===== config.mk =====
export PLATFORM = sky130hd
export DESIGN_NAME = game_render
export DESIGN_NICKNAME = d
export VERILOG_FILES = /design/src/rtl/game_render.sv
export SDC_FILE = /design/constraint.sdc
export NUM_CORES = 1
export LEC_CHECK = 0
export CORE_MARGIN = 4
export CORE_UTILIZATION = 58
export DETAILED_ROUTE_END_ITERATION = 6
export GPL_ROUTABILITY_DRIVEN = 0
export GPL_TIMING_DRIVEN = 0
export PLACE_DENSITY = 0.84
export SLEW_MARGIN = 20
export SYNTH_ARGS = -nofsm -noshare
export SYNTH_HDL_FRONTEND = slang
export SYNTH_SLANG_ARGS = --single-unit

===== constraint.sdc =====
create_clock -name clk -period 11.9 [get_ports clk]
set_input_delay 1.19 -clock clk [delete_from_list [all_inputs] [get_ports clk]]
set_output_delay 1.19 -clock clk [all_outputs]
set_load 0.01 [all_outputs]

===== src/rtl/game_render.sv =====
// game_render: SVGA 800x600 raster generator for the brick game.
// Game inputs are snapshotted once per frame; two-stage pixel pipeline.
module game_render #(
  parameter int radius        = 4,
  parameter int paddle_length = 60
) (
  input  logic         clk,
  input  logic         rst,
  input  logic [127:0] brick_flat,
  input  logic [10:0]  x,
  input  logic [9:0]   y,
  input  logic [10:0]  x_paddle,
  input  logic [2:0]   state,
  input  logic         dead,
  input  logic         win,
  output logic         hsync,
  output logic         vsync,
  output logic         de,
  output logic [11:0]  rgb,
  output logic         frame_tick
);

  localparam logic [24:0] R2   = 25'(radius * radius);
  localparam logic [12:0] PLEN = 13'(paddle_length);

  logic [10:0] hcnt_q, hcnt_d;
  logic [9:0]  vcnt_q, vcnt_d;
  logic [6:0]  hsub_q, hsub_d;
  logic [3:0]  col_q, col_d;
  logic [4:0]  vsub_q, vsub_d;
  logic [4:0]  row_q, row_d;
  logic        h_last, v_last, snap;

  logic [127:0] brick_q;
  logic [10:0]  xs_q, xp_q;
  logic [9:0]   ys_q;
  logic [2:0]   st_q;
  logic         dead_q, win_q;

  logic        ball1_q, pad1_q, de1_q, hs1_q, vs1_q;
  logic [1:0]  str1_q;
  logic        ball_c, pad_c, vis_c, hs_c, vs_c;
  logic [1:0]  str_c;
  logic        hs2_q, vs2_q, de2_q;
  logic [11:0] rgb_q, rgb_d;

  logic signed [11:0] dx, dy;
  logic [23:0] dxx, dyy;
  logic [24:0] d2;
  logic [12:0] plo, phi, h13;
  logic [5:0]  idx;
  logic        in_grid;

  always_comb begin
    h_last = (hcnt_q == 11'd1039);
    v_last = (vcnt_q == 10'd665);
    hcnt_d = h_last ? 11'd0 : hcnt_q + 11'd1;
    hsub_d = (h_last || hsub_q == 7'd99) ? 7'd0 : hsub_q + 7'd1;
    col_d  = col_q;
    if (h_last) col_d = 4'd0;
    else if (hsub_q == 7'd99) col_d = col_q + 4'd1;
    vcnt_d = vcnt_q;
    vsub_d = vsub_q;
    row_d  = row_q;
    if (h_last) begin
      if (v_last) begin
        vcnt_d = 10'd0;
        vsub_d = 5'd0;
        row_d  = 5'd0;
      end else begin
        vcnt_d = vcnt_q + 10'd1;
        if (vsub_q == 5'd29) begin
          vsub_d = 5'd0;
          row_d  = row_q + 5'd1;
        end else begin
          vsub_d = vsub_q + 5'd1;
        end
      end
    end
  end

  always_ff @(posedge clk or posedge rst) begin
    if (rst) begin
      hcnt_q <= '0;
      vcnt_q <= '0;
      hsub_q <= '0;
      col_q  <= '0;
      vsub_q <= '0;
      row_q  <= '0;
    end else begin
      hcnt_q <= hcnt_d;
      vcnt_q <= vcnt_d;
      hsub_q <= hsub_d;
      col_q  <= col_d;
      vsub_q <= vsub_d;
      row_q  <= row_d;
    end
  end

  // Latch the game state at the start of vertical blank.
  assign snap       = (hcnt_q == 11'd0) && (vcnt_q == 10'd600);
  assign frame_tick = snap;

  always_ff @(posedge clk or posedge rst) begin
    if (rst) begin
      brick_q <= '0;
      xs_q    <= '0;
      ys_q    <= '0;
      xp_q    <= '0;
      st_q    <= '0;
      dead_q  <= 1'b0;
      win_q   <= 1'b0;
    end else if (snap) begin
      brick_q <= brick_flat;
      xs_q    <= x;
      ys_q    <= y;
      xp_q    <= x_paddle;
      st_q    <= state;
      dead_q  <= dead;
      win_q   <= win;
    end
  end

  always_comb begin
    dx  = $signed({1'b0, hcnt_q}) - $signed({1'b0, xs_q});
    dy  = $signed({2'b0, vcnt_q}) - $signed({2'b0, ys_q});
    dxx = 24'(dx * dx);
    dyy = 24'(dy * dy);
    d2  = {1'b0, dxx} + {1'b0, dyy};
    ball_c = ((st_q == 3'd2) || (st_q == 3'd3)) && (d2 <= R2);

    h13 = {2'b0, hcnt_q};
    plo = ({2'b0, xp_q} < PLEN) ? 13'd0 : {2'b0, xp_q} - PLEN;
    phi = {2'b0, xp_q} + PLEN;
    pad_c = (vcnt_q >= 10'd571) && (vcnt_q <= 10'd580) &&
            (h13 >= plo) && (h13 <= phi);

    in_grid = (row_q < 5'd8) && (col_q < 4'd8) &&
              (hsub_q != 7'd99) && (vsub_q != 5'd29);
    idx   = {row_q[2:0], col_q[2:0]};
    str_c = in_grid ? brick_q[{idx, 1'b0} +: 2] : 2'd0;

    vis_c = (hcnt_q < 11'd800) && (vcnt_q < 10'd600);
    hs_c  = (hcnt_q >= 11'd856) && (hcnt_q <= 11'd975);
    vs_c  = (vcnt_q >= 10'd637) && (vcnt_q <= 10'd642);
  end

  always_ff @(posedge clk or posedge rst) begin
    if (rst) begin
      ball1_q <= 1'b0;
      pad1_q  <= 1'b0;
      str1_q  <= '0;
      de1_q   <= 1'b0;
      hs1_q   <= 1'b0;
      vs1_q   <= 1'b0;
    end else begin
      ball1_q <= ball_c;
      pad1_q  <= pad_c;
      str1_q  <= str_c;
      de1_q   <= vis_c;
      hs1_q   <= hs_c;
      vs1_q   <= vs_c;
    end
  end

  always_comb begin
    rgb_d = 12'h000;
    if (de1_q) begin
      if (ball1_q)              rgb_d = 12'hFFF;
      else if (pad1_q)          rgb_d = 12'h0AF;
      else if (str1_q == 2'd1)  rgb_d = 12'h0F0;
      else if (str1_q == 2'd2)  rgb_d = 12'hFF0;
      else if (str1_q == 2'd3)  rgb_d = 12'hF00;
      else if (dead_q)          rgb_d = 12'h800;
      else if (win_q)           rgb_d = 12'h080;
      else                      rgb_d = 12'h000;
    end
  end

  always_ff @(posedge clk or posedge rst) begin
    if (rst) begin
      rgb_q <= '0;
      de2_q <= 1'b0;
      hs2_q <= 1'b0;
      vs2_q <= 1'b0;
    end else begin
      rgb_q <= rgb_d;
      de2_q <= de1_q;
      hs2_q <= hs1_q;
      vs2_q <= vs1_q;
    end
  end

  assign rgb   = rgb_q;
  assign de    = de2_q;
  assign hsync = hs2_q;
  assign vsync = vs2_q;

endmodule


==> impl_metrics.csv <==
group,metric,value,unit
power,p_comb_frac,0.050,
drt,route.detailed.drc,0,
layout,layout-drive-gt1-share,0.105,
drt,drtIter0Drc,1013,
layout,fillerInstances,2645,
critical_path,worstPathRequired,12.26,ns
critical_path,cpPeakStageDelay,0.55,ns
timing,hold_viol,0,
critical_path,critical_path.startpoint_type,"register",
layout,synthToLayoutAreaGrowth,14.5,%
drt,via_per_inst,5.81,
yosys,synth_top_area_frac,0.255,
drt,met2_wirelength,27400,um
clock_network,ctsHtreeMaxLevel,1,
yosys,yosys.area_share.xor_xnor,0.0418,
global_route,grt_pass1_vias,18200,
timing,setup_tns,0,ns
global_route,grt_max_degree,111,
clock_network,cts_tree,"built",
flow_run,max_cap_violations,0,
timing,max_freq,89.9,MHz
drt,ant_nets,0,
global_route,grt.overflow.total,0,
placement,dp_hpwl,42600,um
yosys,yosys_warnings,0,
timing,skew,0.0134,ns
global_route,antenna_found_initial,2,
global_route,grt_first_pass_wirelength,89900,um
yosys,muxShareOfSynthArea,0.120,
run_status,outcome,"finished clean",
yosys,synthSimpleGateAreaFrac,0.109,
timing,max_slew_margin,0.270,
clock_network,cts_root_buffer,"clkbuf_16",
power,report.power.total,1520,uW
clock_network,clk_pin_slew_worst_paths,0.07,ns
yosys,yosysTopAreaCell,"dfrtp_1",
critical_path,crit_top_cell,"fa_1",
clock_network,cts_sinks,222,
layout,multi_input_area,14400,um^2
drt,wl_met1,19500,um
drt,vias,16600,
drt,drt-total-wl,53700,um
critical_path,crit_slowest_cell,"fa_1",
timing,fin_crit_sh,0.935,
power,p_sw_frac,0.213,
clock_network,clkLatencyLatePin,0.52,ns
power,p_clk_frac,0.453,
yosys,synth-main-ff-cell,"dfrtp_1",
yosys,synth.avg_cell_area,10.1,um^2
timing,finalCriticalPeriod,11.12,ns
clock_network,post_cts.repair.setup_buffers,0,
drt,routedWlPerCell,18.8,um
power,powerDensity,60.8,nW/um^2
floorplanning,die_h,202,um
yosys,synth-edff-count,0,
yosys,synth_cell_types,75,
yosys,netlist_area,21800,um^2
yosys,synth-compound-area-share,0.0807,
critical_path,critPathKind,"reg -> reg",
clock_network,cts-buffers-inserted,21,
critical_path,cp.arrival,11.49,ns
yosys,seq_area_frac_synth,0.255,
yosys,synthAdderAreaFrac,0.312,
yosys,synth_top_family_by_area,"adder cells",
clock_network,hold_buffers,0,
floorplanning,die_w,202,um
timing,setup_viol,0,
power,ir_worst_vdd,0.145,mV
yosys,syn_inst,2166,
global_route,grt_usage,0.269,
timing,rsz0062_at_grt,"false",
floorplanning,rows,70,
drt,wl_met3,4300,um
power,leakage,0.0125,uW
floorplanning,initial_utilization,0.592,
placement,io_buffers,181,
floorplanning,core-area,36800,um^2
drt,route.top_layer_used,"met5",
clock_network,clock_path_buffers,3,
critical_path,end_kind,"register",
hold_path,min_path_type,"reg -> reg",
floorplanning,die_area,40700,um^2
yosys,syn_nets,2739,
drt,drtPass1Iterations,6,
timing,worstMarginPinSlew,1.09,ns
layout,nets,2945,
timing,whs,0.341,ns
power,power_switching,324,uW
floorplanning,pin_count,183,
yosys,synth_area_leaders,"dfrtp_1 26%, fa_1 21%, ha_1 10%",
yosys,async_flop_share,1.00,
critical_path,critPathMaxFanout,10,
yosys,synth-seq-cells,222,
power,p_int,1190,uW
timing,report.final.slew_viol_count,0,
layout,regArea,5560,um^2
power,p_seq_frac,0.497,
sequential cells by signal, summed over array words and instances (netlist names), 4 cells and up:
name and count:
ys_q 10, col_q 4, vsub_q 5, brick_q 128
xs_q 11, row_q 5, rgb 6, vcnt_q 10
hcnt_q 11, hsub_q 7, xp_q 11
critical path: cells and delay by family (launching register included):
kind | cells | cell delay [ns]
AOI/OAI and AO/OA | 13 | 3.26
xor gates and xnor gates | 1 | 0.12
adders and majority gates | 9 | 3.92
buffers and inverters | 6 | 0.71
DFF | 1 | 0.40
and+or+nand+nor | 9 | 2.57
worst paths after layout:
| check | startpoint | end | slack (ns) | cells after the start |
|---|---|---|---|---|
| max reg2reg | hcnt_q[0]$_DFF_PP0_ | ball1_q$_DFF_PP0_ | 0.78 | 38 |
| max | hcnt_q[0]$_DFF_PP0_ | ball1_q$_DFF_PP0_ | 0.78 | 38 |
| min | hs1_q$_DFF_PP0_ | hsync$_DFF_PP0_ | 0.34 | 0 |
| min reg2reg | hs1_q$_DFF_PP0_ | hsync$_DFF_PP0_ | 0.34 | 0 |
| max in group asynchronous | rst | vcnt_q[5]$_DFFE_PP0N_ | 9.68 | 4 |
| min in group asynchronous | rst | xp_q[7]$_DFFE_PP0P_ | 0.97 | 2 |
stage by stage:
stage | utilization | cell area, um^2 | setup slack (ns) | std cells
2_1_floorplan | - | 21800 | 2.43 | 2166
3_3_place_gp | 0.657 | 24200 | 0.837 | 2815
3_5_place_dp | 0.659 | 24200 | 0.701 | 2817
4_1_cts | 0.678 | 24900 | 0.636 | 2854
5_1_grt | 0.678 | 24900 | 0.185 | 2854
6_report | 0.678 | 24900 | 0.778 | 2855
power by group through the flow:
stage                     clock, uW  combinational [uW]  sequential, uW
after floorplan                   0                11.4             769
after global placement            0                71.3             769
after detailed placement          0                75.1             769
after CTS                       692                76.1             754
after global routing            727                80.3             754
final                           687                75.3             754
cells by family (layout without fill, tap and decap cells):
kind of cell             after synthesis  in the layout
AND/OR/NAND/NOR                      503            503
buffers and inverters                469            689
adder cells (fa/ha/maj)              406            406
AO/OA/AOI/OAI                        270            270
flip-flops                           222            222
multiplexers                         192            192
XOR/XNOR                             104            104
other                                  0              1
layout make-up:
class	count	share of cell area
timing repair buffer	183	0.0749
buffer	68	0.0114
clock inverter	10	0.00457
antenna	1	0.000100
inverter	401	0.0607
multi-input combinational	1475	0.579
sequential	222	0.223
clock buffer	27	0.0232
tap	468	0.0235
Yosys cell counts, drive strengths merged (3+ instances only):
master	instances
o31ai	6
o211ai	6
buf	16
a211oi	15
mux4	40
xnor2	67
nor4	8
nand2	134
o41ai	3
a21oi	57
o21ai	80
inv	399
xor2	37
or2	16
nor4b	3
nor3b	4
a21boi	4
fa	228
and3	14
and2	10
o31a	3
clkbuf	52
nand2b	28
a2111oi	4
a31oi	9
o21a	14
a21o	31
nor2b	18
a311oi	3
nor2	174
dfrtp	222
and4	4
mux2i	8
nor3	31
o21bai	3
a211o	6
nand4	20
or3	7
ha	178
nand3	22
mux2	144
or4	4
cell usage in the layout, fill, tap and decap left out, drive strengths merged, types with 22 or more instances in the layout:
cell type	synthesis	final
inv	399	400
fa	228	228
dfrtp	222	222
clkdlybuf4s50	0	181
ha	178	178
nor2	174	174
mux2	144	144
nand2	134	134
o21ai	80	80
clkbuf	52	79
xnor2	67	67
a21oi	57	57
mux4	40	40
xor2	37	37
nor3	31	31
a21o	31	31
nand2b	28	28
nand3	22	22
metal layers:
layer  global-route usage  vias up
li1                     -     7495
met1                0.313     8221
met2                0.481      700
met3               0.0601      171
met4                0.108        4
met5                    0        -
timing repair:
action | 4_1_cts | 5_1_grt
endpoints found under the hold margin | 0 | 0
endpoints found under the setup margin | 0 | 1
resized for setup | 0 | 3
(Power assumes the default switching activity.)
